`config.mk`:
```
export PLATFORM = sky130hd
export DESIGN_NAME = stim_sweep_ctrl
export DESIGN_NICKNAME = d
export VERILOG_FILES = /design/src/rtl/stim_sweep_pkg.sv /design/src/rtl/sweep_settle_timer.sv /design/src/rtl/stim_sweep_ctrl.sv
export SDC_FILE = /design/constraint.sdc
export NUM_CORES = 1
export LEC_CHECK = 0
export CORE_MARGIN = 1.5
export CORE_UTILIZATION = 40
export DETAILED_ROUTE_END_ITERATION = 8
export PLACE_DENSITY = 0.62
export SLEW_MARGIN = 15
export SYNTH_ARGS = -nofsm -noshare
export SYNTH_HDL_FRONTEND = slang
export SYNTH_SLANG_ARGS = --single-unit
```
`constraint.sdc`:
```
create_clock -name CK -period 1.7 [get_ports CK]
set_clock_uncertainty 0.15 [all_clocks]
set_input_delay 0.51 -clock CK [delete_from_list [all_inputs] [get_ports CK]]
set_output_delay 0.51 -clock CK [all_outputs]
set_load 0.01 [all_outputs]
```
`src/rtl/stim_sweep_pkg.sv`:
```
// Shared types for the stimulus sweep controller: FSM states, log record layout, vector-count helper.
package stim_sweep_pkg;

  localparam int MAX_N_IN = 8;
  localparam int SETTLE_W = 8;

  typedef enum logic [2:0] {IDLE, APPLY, SETTLE, SAMPLE, EMIT, DONE} sweep_state_e;

  // One logged record; vector is sized for the widest legal DUT.
  typedef struct packed {
    logic [MAX_N_IN-1:0] vec;
    logic                resp;
  } log_rec_t;

  function automatic int num_vec(input int n_in);
    return 1 << n_in;
  endfunction

endpackage

```
`src/rtl/sweep_settle_timer.sv`:
```
// Loadable down-counter with zero/one flags; load has priority over decrement.
// Latency: flags reflect the registered count; backpressure: none, dec is ignored at zero.
module sweep_settle_timer #(
  parameter int W = 8
) (
  input  logic         CK,
  input  logic         reset,
  input  logic         load,
  input  logic [W-1:0] load_val,
  input  logic         dec,
  output logic         zero,
  output logic         one
);

  logic [W-1:0] cnt_q;

  always_ff @(posedge CK) begin
    if (reset) begin
      cnt_q <= '0;
    end else if (load) begin
      cnt_q <= load_val;
    end else if (dec && (cnt_q != '0)) begin
      cnt_q <= cnt_q - 1'b1;
    end
  end

  assign zero = (cnt_q == '0);
  assign one  = (cnt_q == W'(1));

endmodule

```
`src/rtl/stim_sweep_ctrl.sv`:
```
// Exhaustive input sweep: applies each vector, settles SETTLE cycles, samples dut_out, logs {vector, response}.
// Latency: SETTLE+3 cycles per vector with log_ready high; done 2**N_IN*(SETTLE+3)+1 cycles after start.
// Backpressure: log_valid/log_data hold in EMIT until log_ready; golden compare under STIM_SWEEP_GOLDEN_CMP_EN.
module stim_sweep_ctrl #(
  parameter int N_IN   = 4,
  parameter int SETTLE = 1
) (
  input  logic                 CK,
  input  logic                 reset,
  input  logic                 start,
  input  logic                 abort,
  output logic                 busy,
  output logic                 done,
  output logic [N_IN-1:0]      dut_in,
  input  logic                 dut_out,
  output logic                 log_valid,
  input  logic                 log_ready,
  output logic [N_IN:0]        log_data,
  output logic [2**N_IN-1:0]   resp_vec
`ifdef STIM_SWEEP_GOLDEN_CMP_EN
  ,
  input  logic [2**N_IN-1:0]   golden_vec,
  output logic                 mismatch,
  output logic [N_IN-1:0]      fail_idx
`endif
);

  import stim_sweep_pkg::*;

  localparam int            NUM_VEC  = num_vec(N_IN);
  localparam logic [N_IN:0] LAST_IDX = (N_IN+1)'(NUM_VEC - 1);

  sweep_state_e  state_q, state_d;
  logic [N_IN:0] idx_q;
  logic          timer_load, timer_dec, timer_zero, timer_one;
  logic          sweep_go, sample_en;

  sweep_settle_timer #(.W(SETTLE_W)) u_settle_timer (
    .CK       (CK),
    .reset    (reset),
    .load     (timer_load),
    .load_val (SETTLE_W'(SETTLE)),
    .dec      (timer_dec),
    .zero     (timer_zero),
    .one      (timer_one)
  );

  // abort outranks start in IDLE
  assign sweep_go  = (state_q == IDLE) && start && !abort;
  assign sample_en = (state_q == SAMPLE) && !abort;
  assign busy      = (state_q != IDLE) && (state_q != DONE);
  assign done      = (state_q == DONE);

  always_comb begin
    state_d    = state_q;
    timer_load = 1'b0;
    timer_dec  = 1'b0;
    unique case (state_q)
      IDLE:   if (sweep_go) state_d = APPLY;
      APPLY: begin
        timer_load = 1'b1;
        state_d    = (SETTLE == 0) ? SAMPLE : stim_sweep_pkg::SETTLE;
      end
      stim_sweep_pkg::SETTLE: begin
        if (timer_one || timer_zero) state_d = SAMPLE;
        else                          timer_dec = 1'b1;
      end
      SAMPLE: state_d = EMIT;
      EMIT:   if (log_ready) state_d = (idx_q == LAST_IDX) ? DONE : APPLY;
      DONE:   state_d = IDLE;
      default: state_d = IDLE;
    endcase
    if (abort && (state_q != IDLE)) state_d = IDLE;
  end

  always_ff @(posedge CK) begin
    if (reset) begin
      state_q   <= IDLE;
      idx_q     <= '0;
      dut_in    <= '0;
      log_valid <= 1'b0;
      log_data  <= '0;
      resp_vec  <= '0;
    end else begin
      state_q <= state_d;
      if (sweep_go) begin
        resp_vec <= '0;
        idx_q    <= '0;
      end
      if (state_q == APPLY) dut_in <= idx_q[N_IN-1:0];
      if (sample_en) begin
        resp_vec[idx_q[N_IN-1:0]] <= dut_out;
        log_data  <= {idx_q[N_IN-1:0], dut_out};
        log_valid <= 1'b1;
      end
      // An aborted handshake is treated as not accepted
      if ((state_q == EMIT) && log_ready && !abort) begin
        log_valid <= 1'b0;
        if (idx_q != LAST_IDX) idx_q <= idx_q + 1'b1;
      end
      if (abort && (state_q != IDLE)) log_valid <= 1'b0;
    end
  end

`ifdef STIM_SWEEP_GOLDEN_CMP_EN
  // Only the first divergence from the golden signature is kept
  always_ff @(posedge CK) begin
    if (reset || sweep_go) begin
      mismatch <= 1'b0;
      fail_idx <= '0;
    end else if (sample_en && !mismatch && (dut_out != golden_vec[idx_q[N_IN-1:0]])) begin
      mismatch <= 1'b1;
      fail_idx <= idx_q[N_IN-1:0];
    end
  end
`endif

endmodule

```
==> reports/results.tsv, run 1 <==
stage	metric	value	unit
yosys	Seq/Total Area, Yosys	0.409	
floorplan	num ports	34	
sta	RSZ-0062 raised after global routing	true	
clock_network	root buffer cell	clkbuf_8	
yosys	syn_nets	250	
yosys	Synth cell types	43	
yosys	FFs w/ async S/R, synth	0	
clock_network	CTS Buffer Depth	2	
placement	hpwl dp	3520	um
worst_setup_path	Reg2Reg Setup Slack	-0.05	ns
worst_setup_path	r2r startpoint	state_q[1]	
pwr	total chip power	0.00200	W
yosys	synthesized flop and latch total	42	
drt	Vias/cell	5.42	
floorplan	Die Wd	74.7	um
sta	Final Hold Viols	0	
clock_network	clock tree from TritonCTS	done	
yosys	Synth area leader	dfxtp_1	
clock_network	htree depth	2	
yosys	Syn Inst Count	237	
global_route	first-pass GRT wire length	8220	um
worst_setup_path	r2r endpoint	idx_q[1]	
yosys	top post-synthesis cells by area	dfxtp_1 (41%), a21oi_1 (6.3%), mux2i_1 (5.3%)	
sta	final setup TNS	-0.191	ns
outcome	failing checks	setup timing	
pwr	pwr/cell area	675	nW/um^2
drt	final wirelength	5190	um
drt	DR DRC count	0	
placement	dpl cells	359	
sta	fmax	571	MHz
worst_setup_path	worst setup path class	reg -> reg	
sta	Tmin final	1.75	ns
yosys	Primary FF master, synth	dfxtp_1	
drt	ANT nets after route	0	
floorplan	die height	74.7	um
global_route	vias in the first global route	1788	
worst_setup_path	R2R cell count	5	
yosys	EDFF count, synth	0	
sta	final period utilization	1.03	
sta	Setup violations, final	7	
floorplan	initial core utilization	0.425	
sta	WHS	0.319	ns
worst_setup_path	CP arrival	1.78	ns
floorplan	std cell rows	25	
finish	Area growth, synth to finish	44.0	%
sta	max_slew headroom	0.678	
worst_hold_path	Hold Path Origin	resp_vec[9]	
outcome	status	finished, violations left	
drt	Detailed Routing Iterations Pass 1	4	
finish	most frequent cells in the layout	buf_4 (37), dfxtp_1 (36), dlygate4sd2_1 (27)	
clock_network	clock-pin transition on the worst setup and hold timing paths	0.07	ns
pwr	Static Leak	1.17	nW
yosys	Yosys top cell area share	0.409	
sta	setup ws final	-0.0514	ns
clock_network	clk_lat worst skew	0.29	ns
finish	commonest non-fill, non-tap cell in the layout	buf_4	
yosys	Yosys warning total	0	
finish	antenna cells	0	
pwr	worst vdd ir	391	uV
floorplan	Die Area	5580	sq um
worst_setup_path	CP endpoint kind	flip-flop	
drt	DR vias	2016	
yosys	Mapped Area	2060	sq um
floorplan	core area	4850	sq um
worst_setup_path	Setup crit start kind	flip-flop	
finish	fraction of layout cells with a size suffix above 1	0.305	
sta	Slew @ Worst Pin	0.481	ns
sta	Slew Viols, Final	0	
placement	Place WS	-0.516	ns
yosys	Syn Area/Cell	8.68	sq um
worst_hold_path	Min-Delay Endpoint	resp_vec[9]	
finish	Post-Layout Cell Count	372	
worst_setup_path	critical path peak fanout	6	
drt	Initial DRC Count	156	
global_route	gr usage total	0.192	
clock_network	Clock Sinks	42	
global_route	aggregate global routing overflow	0	
worst_hold_path	hold path depth	2	
clock_network	Num CTS Buffers	5	
global_route	largest net degree at the start of global routing	23	
placement	RD Place Congestion	0.881	
finish	Nets	317	
global_route	initial antenna violation count	0	
flow_run	max-cap viol count	0	
worst_hold_path	Hold WC Path Type	reg -> reg	
worst_setup_path	WP data required	1.73	ns
placement	IO Port Bufs	33	
drt	DR WL/cell	13.9	um
==> registers in the layout (all words and copies together) (netlist names) <==
name	cells
dut_in	4
idx_q	5
log_data	5
log_valid	1
resp_vec	16
state_q	3
u_settle_timer.cnt_q	8
==> kinds of logic after synthesis <==
kind of cell / Yosys count / share of synthesized area
and+or+nand+nor: 97 / 0.266
AOI/OAI and AO/OA: 52 / 0.160
DFF: 42 / 0.409
buffers and inverters: 25 / 0.0565
muxes: 11 / 0.0535
adders and majority gates: 7 / 0.0426
xor gates and xnor gates: 3 / 0.0128
==> worst max path at each step <==
| stage | from | end | depth (start not counted) |
|---|---|---|---|
| 4_1_cts | state_q[2] | busy | 4 |
| 6_report | state_q[1] | idx_q[1] | 5 |
| 3_5_place_dp | abort | resp_vec[2] | 5 |
| 3_3_place_gp | abort | resp_vec[2] | 5 |
| 2_1_floorplan | abort | resp_vec[0] | 5 |
| 5_1_grt | state_q[1] | idx_q[1] | 5 |
==> per-stage QoR <==
step                      cell area [sq um]   util
after floorplan                        2060      -
after global placement                 2700  0.556
after detailed placement               2700  0.556
after CTS                              2860  0.590
after global routing                   2960  0.611
final                                  2960  0.611
==> area by class of cell <==
| type | instances | area (sq um) |
|---|---|---|
| fill | 444 | 1880 |
| clock inverter | 1 | 5.00 |
| tap | 67 | 83.8 |
| inverter | 7 | 26.3 |
| clock buffer | 7 | 86.3 |
| multi-input combinational | 170 | 1250 |
| timing repair buffer | 78 | 663 |
| sequential | 42 | 851 |
==> cells in the mapped netlist, drive strengths merged (2+ instances only) <==
master and number:
nand2 12, nor3 4, o311ai 4, inv 7, o211ai 8, or3b 2, a21oi 26, buf 7
a31oi 2, o21ai 3, or3 7, dfxtp 42, o31ai 4, nor4 2, mux2i 11, or4 2
xnor2 3, nor2 19, nor3b 3, clkbuf 11, nand4 16, nand3 14, ha 7, or2 2
nor2b 4, nand2b 3, nand3b 3
==> layer usage <==
layer	global-route usage	wire length (um)	vias to the layer above
li1	-	-	1009
met1	0.265	2500	950
met2	0.302	2420	50
met3	0.0442	212	7
met4	0.0586	55	0
met5	0	0	-
==> power breakdown <==
group | switching, W | internal (W) | total [W]
Clock | 0.000327 | 0.000328 | 0.000655
Sequential | 0.0000156 | 0.00100 | 0.00102
Combinational | 0.000167 | 0.000164 | 0.000331
Total | 0.000509 | 0.00149 | 0.00200
==> worst max-delay path: stages, from the launching register on <==
cell	delay [ns]
dfxtp_4	0.37
buf_6	0.12
or3b_4	0.43
or3b_4	0.42
nand3_2	0.10
a21oi_2	0.05
==> repair_timing <==
item                                    4_1_cts  5_1_grt
buffers inserted                              4        1
endpoints found under the setup margin       61       34
resized for setup                            57       27
pin swaps                                    11       10
hold buffers                                  0        0
No activity file was read; power rests on OpenSTA's default activity.
==> inputs of run 2 (changes only) <==
--- a/config.mk
+++ b/config.mk
@@ -5,6 +5,7 @@
 export SDC_FILE = /design/constraint.sdc
 export NUM_CORES = 1
 export LEC_CHECK = 0
+export CAP_MARGIN = 10
 export CORE_MARGIN = 1.5
 export CORE_UTILIZATION = 40
 export DETAILED_ROUTE_END_ITERATION = 8
==> results of run 2 <==
Final layout, timing and power as in run 1 (identical DEF).
